$ cat config.mk
export PLATFORM = sky130hd
export DESIGN_NAME = uart_core
export DESIGN_NICKNAME = d
export VERILOG_FILES = /design/src/rtl/uart_core.sv
export SDC_FILE = /design/constraint.sdc
export NUM_CORES = 1
export LEC_CHECK = 0
export CORE_UTILIZATION = 60
export CTS_BUF_LIST = sky130_fd_sc_hd__clkbuf_8
export CTS_CLUSTER_DIAMETER = 50
export DETAILED_ROUTE_END_ITERATION = 6
export HOLD_SLACK_MARGIN = 0.02
export MAX_ROUTING_LAYER = met4
export PLACE_DENSITY = 0.9
export SYNTH_ARGS = -nofsm -noshare
export SYNTH_HDL_FRONTEND = slang
export SYNTH_SLANG_ARGS = --single-unit
$ cat constraint.sdc
create_clock -name clk -period 4.1 [get_ports clk]
set_clock_uncertainty 0.1 [all_clocks]
set_input_delay 1.025 -clock clk [delete_from_list [all_inputs] [get_ports clk]]
set_output_delay 1.025 -clock clk [all_outputs]
set_load 0.02 [all_outputs]
$ cat src/rtl/uart_core.sv
// uart_core: full-duplex 8N1 UART, 16x oversampled RX with mid-bit sampling.
// Define UART_PARITY_EN for an even-parity bit per frame plus the rx_parity_err output.
//
// state | meaning
// IDLE  | TX: waiting for a loaded byte and tx_enable; RX: hunting for a start bit
// START | start bit on the line
// DATA  | data bits d0..d7 (and the parity bit when enabled)
// STOP  | stop bit
module uart_core #(
   parameter int unsigned BAUD_DIV = 1
) (
   input  logic       clk,
   input  logic       reset,
   input  logic       ld_tx_data,
   input  logic [7:0] tx_data,
   input  logic       tx_enable,
   output logic       tx_out,
   output logic       tx_empty,
   input  logic       uld_rx_data,
   output logic [7:0] rx_data,
   input  logic       rx_enable,
   input  logic       rx_in,
   output logic       rx_empty,
   output logic       rx_overrun,
`ifdef UART_PARITY_EN
   output logic       rx_parity_err,
`endif
   output logic       rx_frame_err
);

`ifdef UART_PARITY_EN
   localparam int unsigned NBITS = 9;
`else
   localparam int unsigned NBITS = 8;
`endif
   localparam logic [15:0] DIV_TC = 16'(BAUD_DIV - 1);
   localparam logic [3:0]  RX_MID = 4'd8;   // sample count 7 on a down-counter loaded with 15

   typedef enum logic [1:0] {IDLE, START, DATA, STOP} state_t;

   logic [15:0] div_cnt;
   logic        tick;

   assign tick = (div_cnt == 16'd0);

   always_ff @(posedge clk or negedge reset) begin
      if (!reset)    div_cnt <= DIV_TC;
      else if (tick) div_cnt <= DIV_TC;
      else           div_cnt <= div_cnt - 16'd1;
   end

   state_t           tx_state, tx_nxt;
   logic [3:0]       tx_sub;
   logic [3:0]       tx_bit;
   logic [7:0]       tx_hold;
   logic [NBITS+1:0] tx_shift;
   logic [NBITS+1:0] tx_frame;
   logic             tx_bit_end;

`ifdef UART_PARITY_EN
   assign tx_frame = {1'b1, ^tx_hold, tx_hold, 1'b0};
`else
   assign tx_frame = {1'b1, tx_hold, 1'b0};
`endif
   assign tx_bit_end = tick && (tx_sub == 4'd0);
   assign tx_out     = tx_shift[0];

   always_comb begin
      tx_nxt = tx_state;
      case (tx_state)
         IDLE:    if (tick && !tx_empty && tx_enable) tx_nxt = START;
         START:   if (tx_bit_end) tx_nxt = DATA;
         DATA:    if (tx_bit_end && (tx_bit == 4'd0)) tx_nxt = STOP;
         STOP:    if (tx_bit_end) tx_nxt = IDLE;
         default: tx_nxt = IDLE;
      endcase
   end

   always_ff @(posedge clk or negedge reset) begin
      if (!reset) tx_state <= IDLE;
      else        tx_state <= tx_nxt;
   end

   // The whole frame lives in tx_shift so tx_out comes straight from a flop.
   always_ff @(posedge clk or negedge reset) begin
      if (!reset) begin
         tx_sub   <= 4'd0;
         tx_bit   <= 4'd0;
         tx_shift <= '1;
         tx_hold  <= 8'd0;
         tx_empty <= 1'b1;
      end else begin
         if ((tx_state == IDLE) && (tx_nxt == START)) begin
            tx_shift <= tx_frame;
            tx_sub   <= 4'd15;
            tx_bit   <= 4'(NBITS - 1);
         end else if ((tx_state != IDLE) && tick) begin
            if (tx_sub == 4'd0) begin
               tx_sub   <= 4'd15;
               tx_shift <= {1'b1, tx_shift[NBITS+1:1]};
               if (tx_state == DATA) tx_bit <= tx_bit - 4'd1;
            end else begin
               tx_sub <= tx_sub - 4'd1;
            end
         end
         if ((tx_state == STOP) && (tx_nxt == IDLE)) begin
            tx_empty <= 1'b1;
         end else if (ld_tx_data && tx_empty) begin
            tx_hold  <= tx_data;
            tx_empty <= 1'b0;
         end
      end
   end

   state_t           rx_state, rx_nxt;
   logic             rx_meta, rx_sync;
   logic [3:0]       rx_cnt;
   logic [3:0]       rx_bit;
   logic [NBITS-1:0] rx_shift;
   logic [7:0]       rx_buf;
   logic             rx_mid, rx_done, rx_unload;

   assign rx_mid    = tick && (rx_cnt == RX_MID);
   assign rx_done   = (rx_state == STOP) && rx_mid && rx_enable;
   assign rx_unload = uld_rx_data && !rx_empty;

   always_ff @(posedge clk or negedge reset) begin
      if (!reset) {rx_meta, rx_sync} <= 2'b11;
      else        {rx_meta, rx_sync} <= {rx_in, rx_meta};
   end

   always_comb begin
      rx_nxt = rx_state;
      if (!rx_enable) begin
         rx_nxt = IDLE;
      end else begin
         case (rx_state)
            IDLE:    if (tick && !rx_sync) rx_nxt = START;
            START:   if (rx_mid) rx_nxt = rx_sync ? IDLE : DATA;
            DATA:    if (rx_mid && (rx_bit == 4'd0)) rx_nxt = STOP;
            STOP:    if (rx_mid) rx_nxt = IDLE;
            default: rx_nxt = IDLE;
         endcase
      end
   end

   always_ff @(posedge clk or negedge reset) begin
      if (!reset) rx_state <= IDLE;
      else        rx_state <= rx_nxt;
   end

   always_ff @(posedge clk or negedge reset) begin
      if (!reset) begin
         rx_cnt   <= 4'd15;
         rx_bit   <= 4'd0;
         rx_shift <= '0;
      end else if (rx_state == IDLE) begin
         rx_cnt <= 4'd15;
         rx_bit <= 4'(NBITS - 1);
      end else if (tick) begin
         rx_cnt <= rx_cnt - 4'd1;
         if ((rx_state == DATA) && (rx_cnt == RX_MID)) begin
            rx_shift <= {rx_sync, rx_shift[NBITS-1:1]};
            rx_bit   <= rx_bit - 4'd1;
         end
      end
   end

   // A completing byte wins over a same-cycle unload for the flags it sets.
   always_ff @(posedge clk or negedge reset) begin
      if (!reset) begin
         rx_buf        <= 8'd0;
         rx_data       <= 8'd0;
         rx_empty      <= 1'b1;
         rx_overrun    <= 1'b0;
         rx_frame_err  <= 1'b0;
`ifdef UART_PARITY_EN
         rx_parity_err <= 1'b0;
`endif
      end else begin
         if (rx_unload) begin
            rx_data       <= rx_buf;
            rx_empty      <= 1'b1;
            rx_overrun    <= 1'b0;
            rx_frame_err  <= 1'b0;
`ifdef UART_PARITY_EN
            rx_parity_err <= 1'b0;
`endif
         end
         if (rx_done) begin
            rx_buf       <= rx_shift[7:0];
            rx_empty     <= 1'b0;
            rx_frame_err <= !rx_sync;
            if (!rx_empty && !rx_unload) rx_overrun <= 1'b1;
`ifdef UART_PARITY_EN
            rx_parity_err <= ^rx_shift;
`endif
         end
      end
   end

endmodule

==> results.txt, run 1 <==
----------------------------------------------------
[Flow run]
  Max capacitance violation total ... 0

[Floorplanning]
  Chip Width ... 82.2 um
  Starting density of the core ... 63.6%
  Total die area ... 6750 um^2
  Row cnt ... 28
  Core area ... 6060 um^2
  Die span in y ... 82.2 um
  Boundary Pins ... 28

[Synthesis]
  Adder and majority gate portion of the synthesized area ... 2.92%
  Cell type with the highest aggregate area in the netlist ... sky130_fd_sc_hd__dfrtp_1
  Dominant register cell in the synthesized netlist ... sky130_fd_sc_hd__dfrtp_1
  Count of cell types in the netlist ... 57
  Net count of the mapped netlist ... 362
  Proportion of netlist area held by the largest area contributor ... 42.8%
  Post-synthesis share of cell area spent on and, or, nand and nor gates ... 16.2%
  Synth async-reset ratio ... 100%
  Number of storage elements in the synthesis netlist ... 83
  Cell area after technology mapping ... 3850 um^2
  Average footprint of a synthesized cell ... 11.4 um^2
  Synthesis Warnings ... 0
  Fraction of synthesized area in multiplexers ... 9.74%
  Number of enable-type register cells in the synthesized netlist ... 0
  Share of the synthesized area in compound gates (AO/OA/AOI/OAI) ... 11.4%
  Area contributors post-synth ... sky130_fd_sc_hd__dfrtp_1 (43%), sky130_fd_sc_hd__dfstp_2 (12%), sky130_fd_sc_hd__mux2_2 (5.8%), sky130_fd_sc_hd__nand2_1 (3.4%), sky130_fd_sc_hd__mux2_4 (3.1%)
  Sequential element share of the synthesized area ... 54.4%
  Main combinational cell family by area after synthesis ... simple AND/OR/NAND/NOR gates
  Gate Count Post-Synth ... 338
  Parity-gate share of the synthesized area counting xor and xnor cells ... 2.04%

[Place]
  Setup slack after placement ... 1.01 ns
  Port Buffer Count ... 27
  Placed Area ... 4160 um^2
  Post-DP HPWL ... 4770 um
  Cell Count Post-Placement ... 425
  Gp weighted congestion ... 0.821

[Drt]
  Via count ... 2662
  Total wire length ... 7190 um
  DRC marker count from the first detailed-route iteration ... 182
  DRC violation count after routing ... 0
  Routed len/inst ... 16.3 um
  First-pass iteration count of the detailed router ... 4
  Avg Vias per Cell ... 6.04
  Antenna Nets Post-Route ... 0

[Timing]
  Hold violation total from the final report ... 0
  Worst slack on hold paths ... 0.261 ns
  Slew HR ... 14.5%
  Endpoints failing setup ... 0
  Post-route fraction of the period consumed by the critical path ... 66.5%
  Peak Freq ... 0.367 GHz
  Final slew viol count ... 0
  Unrepaired setup endpoints after global routing ... no
  Final setup slack of the worst path ... 1.37 ns
  Slew of the pin with the lowest slew margin ... 1.27 ns
  Setup tns final ... 0 ns
  Crit path time final ... 2.73 ns

[Pwr]
  Post-layout power ... 1.99 mW
  Total power density per cell area ... 457 nW/um^2
  Leak ... 2.09 nW
  Maximum vdd drop ... 0.000364 V

[Global routing]
  Wire length of the first global-routing pass ... 11900 um
  GR Util All Layers ... 24.8%
  Final global-route overflow total ... 0
  Vias in the first global route ... 2611
  Antenna violations before repair ... 0
  Pin count of the biggest net entering global routing ... 84

[Clock tree]
  Clock latency of the later-clocked register in the worst-skew pair ... 0.36 ns
  Register clock-pin slew on the reported worst setup and hold paths ... 0.08 ns
  Total of hold buffers inserted after clock tree synthesis ... 0
  Clock Root Buffer ... sky130_fd_sc_hd__clkbuf_8
  Clock buffer count from CTS ... 9
  Postcts setup bufs ... 0
  TritonCTS clock tree ... built
  CTS resizes ... 0
  Maximum level of the CTS H-tree ... 3
  Clock sink count ... 83
  Maximum buffer depth of the clock tree ... 2

[Cells and area]
  Commonest non-fill, non-tap cell in the layout ... sky130_fd_sc_hd__dfrtp_1
  Total non-filler cell area in the finished layout ... 4360 um^2
  Proportion of layout cells with a drive suffix above 1 ... 20.5%
  Commonest non-fill, non-tap cells in the layout ... sky130_fd_sc_hd__dfrtp_1 (66), sky130_fd_sc_hd__nand2_1 (35), sky130_fd_sc_hd__clkdlybuf4s50_1 (26), sky130_fd_sc_hd__nor2_1 (23), sky130_fd_sc_hd__mux2_2 (20)
  Non-filler cells in the finished layout ... 441
  Final net count ... 385
  Number of antenna repair diodes ... 0
  Synthesis-to-finish area growth ... 13.0%
  Post-route core utilization ... 71.9%

[Critical path]
  Critical Path Source Type ... input port
  Kind of end point of the critical path ... flop
  Data arrival time of the worst path ... 2.93 ns
  Ordered cell list for the critical path ... clkdlybuf4s50_1 -> or4b_2 -> a21oi_2 -> o32a_1
  Crit path largest cell delay ... 0.77 ns
  Maximum fanout along the worst path ... 12
  Critical path buffers and inverters ... 1
  Standard cell with the maximum stage delay on the critical path ... sky130_fd_sc_hd__or4b_2
  Family of cells with the greatest summed delay on the critical path ... simple AND/OR/NAND/NOR gates
  Crit Path Class ... input port to flop
  Worst EP required ... 4.31 ns

[Status]
  Outcome ... finished clean

[Hold path]
  Path class of the lowest-slack min-delay path ... flop to flop

----------------------------------------------------
registers in the layout, summed over array words and instances (netlist names), 2 cells and up, named ones only:
name      flops
tx_sub        4
tx_hold       8
rx_cnt        4
div_cnt      16
rx_buf        8
tx_shift      9
rx_state      2
rx_shift      8
tx_state      2
rx_bit        4
tx_bit        4
rx_data       8
cell type report:
class | instances | area, um^2
Inverter | 14 | 52.6
Fill cell | 393 | 1700
Multi-Input combinational cell | 224 | 1630
Sequential cell | 83 | 2100
Clock buffer | 10 | 138
Tap cell | 75 | 93.8
Timing Repair Buffer | 29 | 283
Clock inverter | 6 | 63.8
per-layer routing:
layer  vias to the layer above  wire (um)  GRT usage (%)
met2                        64       3580           37.5
met3                        11        228           6.04
met1                      1323       3270           31.6
li1                       1264          -              -
met5                         -          0              -
met4                         0        108           11.6
kinds of logic (layout without fill, tap and decap cells):
logic type	count (synthesis)	count (layout)
buf+inv	31	59
compound gates	64	64
xor+xnor	9	9
mux	31	31
simple gates	111	111
flops	83	83
fa+ha+maj	9	9
worst reg2reg max path: cells and delay by family, from the launching register on:
kind	cells	cell delay [ns]
simple gates	4	1.74
flops	1	0.41
buf+inv	1	0.07
fa+ha+maj	1	0.19
cell usage after synthesis (6+ instances only):
| cell | instances |
|---|---|
| sky130_fd_sc_hd__a21oi_1 | 13 |
| sky130_fd_sc_hd__a2bb2oi_1 | 8 |
| sky130_fd_sc_hd__clkbuf_1 | 11 |
| sky130_fd_sc_hd__dfrtp_1 | 66 |
| sky130_fd_sc_hd__dfstp_2 | 17 |
| sky130_fd_sc_hd__ha_1 | 9 |
| sky130_fd_sc_hd__inv_1 | 14 |
| sky130_fd_sc_hd__mux2_2 | 20 |
| sky130_fd_sc_hd__mux2_4 | 8 |
| sky130_fd_sc_hd__nand2_1 | 35 |
| sky130_fd_sc_hd__nor2_1 | 23 |
| sky130_fd_sc_hd__nor3_1 | 11 |
| sky130_fd_sc_hd__o21ai_0 | 8 |
| sky130_fd_sc_hd__o22ai_1 | 11 |
| sky130_fd_sc_hd__xnor2_1 | 6 |
report_power, final:
| group | leakage (nW) | internal [mW] | switching (mW) |
|---|---|---|---|
| clock | 0.104 | 0.298 | 0.303 |
| sequential | 1.04 | 0.976 | 0.111 |
| combinational | 0.943 | 0.170 | 0.134 |
| total | 2.09 | 1.44 | 0.548 |
path summary, 6_finish.rpt:
check | start | endpoint | slack [ns] | cells after the start
hold / removal | rx_meta | rx_sync | 0.26 | 0
setup / recovery | tx_enable | tx_shift[8] | 1.37 | 4
hold reg to reg | rx_meta | rx_sync | 0.26 | 0
min in group asynchronous | reset | tx_state[1] | 0.74 | 1
setup reg to reg | div_cnt[0] | div_cnt[6] | 1.45 | 6
max in group asynchronous | reset | rx_data[7] | 2.53 | 1
Power figures use the tool's default switching activity.
==> run 2, diff against run 1 <==
Clock period 4.1 ns to 2.6 ns, I/O delays scaled along.
==> run 2 against run 1 <==
Compared with the run above:
- sequential share of layout area down 0.82 points
- clock power increased by 64%
- combinational power grew 64%
- wire length grew 2.5%
- via count increased by 1.8%
- critical endpoint is now tx_hold[3]
==> results.txt, run 2 (same netlist as run 1, synthesis figures left out) <==
----------------------------------------------------
[Clock tree]
  TritonCTS clock tree ... built
  Clock sink count ... 83 (unchanged)
  Register clock-pin slew on the reported worst setup and hold paths ... 0.09 ns (about the same)
  Maximum level of the CTS H-tree ... 3 (unchanged)
  Clock latency of the later-clocked register in the worst-skew pair ... 0.38 ns (+0.02 ns)
  Clock Root Buffer ... sky130_fd_sc_hd__clkbuf_8
  Maximum buffer depth of the clock tree ... 2 (unchanged)
  Total of hold buffers inserted after clock tree synthesis ... 0 (unchanged)
  Clock buffer count from CTS ... 9 (unchanged)
  Postcts setup bufs ... 0 (unchanged)

[Timing]
  Final slew viol count ... 0 (unchanged)
  Endpoints failing setup ... 0 (unchanged)
  Slew HR ... 61.0% (+46 points)
  Slew of the pin with the lowest slew margin ... 0.579 ns (-0.693 ns)
  Unrepaired setup endpoints after global routing ... no
  Hold violation total from the final report ... 0 (unchanged)
  Peak Freq ... 0.417 GHz
  Crit path time final ... 2.40 ns
  Post-route fraction of the period consumed by the critical path ... 92.2%
  Final setup slack of the worst path ... 0.203 ns (-1.17 ns)

[Critical path]
  Launching instance or port of the critical path ... div_cnt[0]
  Worst r2r src ... div_cnt[0]
  Data arrival time of the worst path ... 2.55 ns (-0.38 ns)
  Kind of end point of the critical path ... flop
  R2R Setup Slk ... 0.20 ns (-1.25 ns)
  Critical R2R Capture ... tx_hold[3]
  Crit Path Class ... flop to flop
  Timing endpoint of the critical path ... tx_hold[3]
  Worst EP required ... 2.76 ns (-1.55 ns)
  Critical Path Source Type ... flop
  Maximum fanout along the worst path ... 8 (-4)
  Cell count of the worst reg-to-reg path ... 6 (unchanged)

[Place]
  Setup slack after placement ... -0.0370 ns (-1.05 ns)
  Post-DP HPWL ... 4910 um (+2.9%)
  Placed Area ... 4220 um^2 (+1.6%)
  Port Buffer Count ... 27 (unchanged)
  Gp weighted congestion ... 0.832 (+1.4%)

[Pwr]
  Leak ... 2.12 nW (+1.6%)
  Reported net switching power ... 0.927 mW (+69%)
  Total power density per cell area ... 724 nW/um^2 (+58%)
  Clock share of power ... 30.7% (+0.6 points)
  Maximum vdd drop ... 0.000549 V (+51%)
  Net switching fraction of the power ... 28.9% (+1.4 points)
  Part of the power in combinational logic ... 15.6% (+0.3 points)
  Power share of the sequential group ... 53.7% (-0.9 points)
  Post-layout power ... 3.21 mW (+61%)
  Cell internal pwr ... 2.28 mW (+58%)

[Status]
  Outcome ... finished clean

[Cells and area]
  Register containing the most flip-flops in the final layout ... div_cnt
  Total non-filler cell area in the finished layout ... 4430 um^2 (+1.7%)
  Post-route core utilization ... 73.1% (+1.2 points)
  Number of fillers in the final layout ... 403 (+2.5%)
  Commonest non-fill, non-tap cell in the layout ... sky130_fd_sc_hd__dfrtp_1
  Number of antenna repair diodes ... 0 (unchanged)
  Top flop regs ... div_cnt x16, tx_shift x9
  Max reg flops ... 16 (unchanged)
  Commonest non-fill, non-tap cells in the layout ... sky130_fd_sc_hd__dfrtp_1 (66), sky130_fd_sc_hd__nand2_1 (35), sky130_fd_sc_hd__clkdlybuf4s50_1 (26), sky130_fd_sc_hd__nor2_1 (23), sky130_fd_sc_hd__mux2_2 (20)
  Sequential standard cell area ... 2100 um^2 (unchanged)
  Proportion of layout cells with a drive suffix above 1 ... 22.5% (+2.0 points)
  Final net count ... 392 (+1.8%)
  Synthesis-to-finish area growth ... 15.0%
  Multi-input gate area ... 1630 um^2 (+0.38%)

[Floorplanning]
  Starting density of the core ... 63.6% (unchanged)
  Row cnt ... 28 (unchanged)
  Chip Width ... 82.2 um (unchanged)
  Core area ... 6060 um^2 (unchanged)
  Die span in y ... 82.2 um (unchanged)
  Boundary Pins ... 28 (unchanged)
  Total die area ... 6750 um^2 (unchanged)

[Drt]
  First-pass iteration count of the detailed router ... 6 (+2)
  Total wire length ... 7360 um (+2.5%)
  DR WL met2 ... 3600 um (+0.59%)
  DRT met1 WL ... 3320 um (+1.5%)
  Routed length on met3 ... 342 um (+50%)
  Antenna Nets Post-Route ... 0 (unchanged)
  Via count ... 2709 (+1.8%)
  Routed len/inst ... 16.4 um (+0.86%)
  DRC violation count after routing ... 0 (unchanged)
  Top layer in use ... met4
  DRC marker count from the first detailed-route iteration ... 156 (-14%)
  Avg Vias per Cell ... 6.05 (+0.18%)

[Global routing]
  GR Util All Layers ... 25.4% (+0.64 points)
  Antenna violations before repair ... 0 (unchanged)
  Vias in the first global route ... 2621 (+0.38%)
  Final global-route overflow total ... 0 (unchanged)
  Wire length of the first global-routing pass ... 12200 um (+2.7%)
  Pin count of the biggest net entering global routing ... 52 (-38%)

[Hold path]
  Path class of the lowest-slack min-delay path ... input port to async pin

[Flow run]
  Max capacitance violation total ... 0 (unchanged)

----------------------------------------------------
run 2: changes by cell type in the layout (fill, tap and decap cells not counted):
cell / previous run / this run
sky130_fd_sc_hd__buf_4: 3 / 9
sky130_fd_sc_hd__inv_6: 1 / 5
sky130_fd_sc_hd__buf_12: 0 / 1
sky130_fd_sc_hd__clkbuf_8: 10 / 9
sky130_fd_sc_hd__clkinv_2: 1 / 0
sky130_fd_sc_hd__clkinv_4: 1 / 0
sky130_fd_sc_hd__inv_1: 15 / 14
sky130_fd_sc_hd__nor4bb_1: 1 / 0
sky130_fd_sc_hd__nor4bb_2: 0 / 1
run 2: how the worst min path moves through the flow:
| stage | slack [ns] | to | cells past startpoint | from |
|---|---|---|---|---|
| floorplan | 0.25 | async pin | 0 | reset |
| global placement | 0.25 | rx_sync | 0 | rx_meta |
| detailed placement | 0.25 | rx_sync | 0 | rx_meta |
| CTS | 0.13 | tx_sub[3] | 1 | reset |
| global route | 0.15 | tx_sub[2] | 1 | reset |
| finish | 0.11 | tx_sub[2] | 1 | reset |
run 2: final cells by class:
type | count | share of cell area [%]
clock buffer | 9 | 2.80
clock inverter | 7 | 1.84
inverter | 14 | 1.19
multi-input combinational | 224 | 36.9
sequential | 83 | 47.3
tap | 75 | 2.12
timing repair buffer | 36 | 7.85
run 2: metrics by stage:
stage	hold slack [ns]	TNS (ns)	cells
finish	0.107	0	448
floorplan	0.245	0	338
global route	0.153	0	448
detailed placement	0.248	-0.0845	432
global placement	0.245	0	432
CTS	0.131	0	448
run 2: timing repair:
action                                  CTS  global route
resized for setup                         0             1
endpoints found under the setup margin    0             1
hold endpoints to repair                  0             0
run 2: power by group through the flow:
| stage | combinational, mW | sequential, mW | clock (mW) |
|---|---|---|---|
| after floorplan | 0.382 | 1.67 | 0 |
| after global placement | 0.460 | 1.72 | 0 |
| after detailed placement | 0.498 | 1.73 | 0 |
| after CTS | 0.499 | 1.71 | 0.986 |
| after global routing | 0.557 | 1.75 | 1.04 |
| final | 0.499 | 1.72 | 0.984 |
run 2: worst max-delay path, cell delays in order (launching register included):
cell and delay [ns]:
sky130_fd_sc_hd__dfrtp_1 0.41, sky130_fd_sc_hd__inv_1 0.07, sky130_fd_sc_hd__ha_1 0.18, sky130_fd_sc_hd__nor3b_2 0.40, sky130_fd_sc_hd__nand4_1 0.28, sky130_fd_sc_hd__o211ai_2 0.46
sky130_fd_sc_hd__mux2_2 0.39
run 2: metal layers:
metal  global-route usage (%)  up-vias
met2                     40.0       79
li1                         -     1272
met5                        -        -
met4                     8.42        0
met3                     5.71        8
met1                     32.8     1350
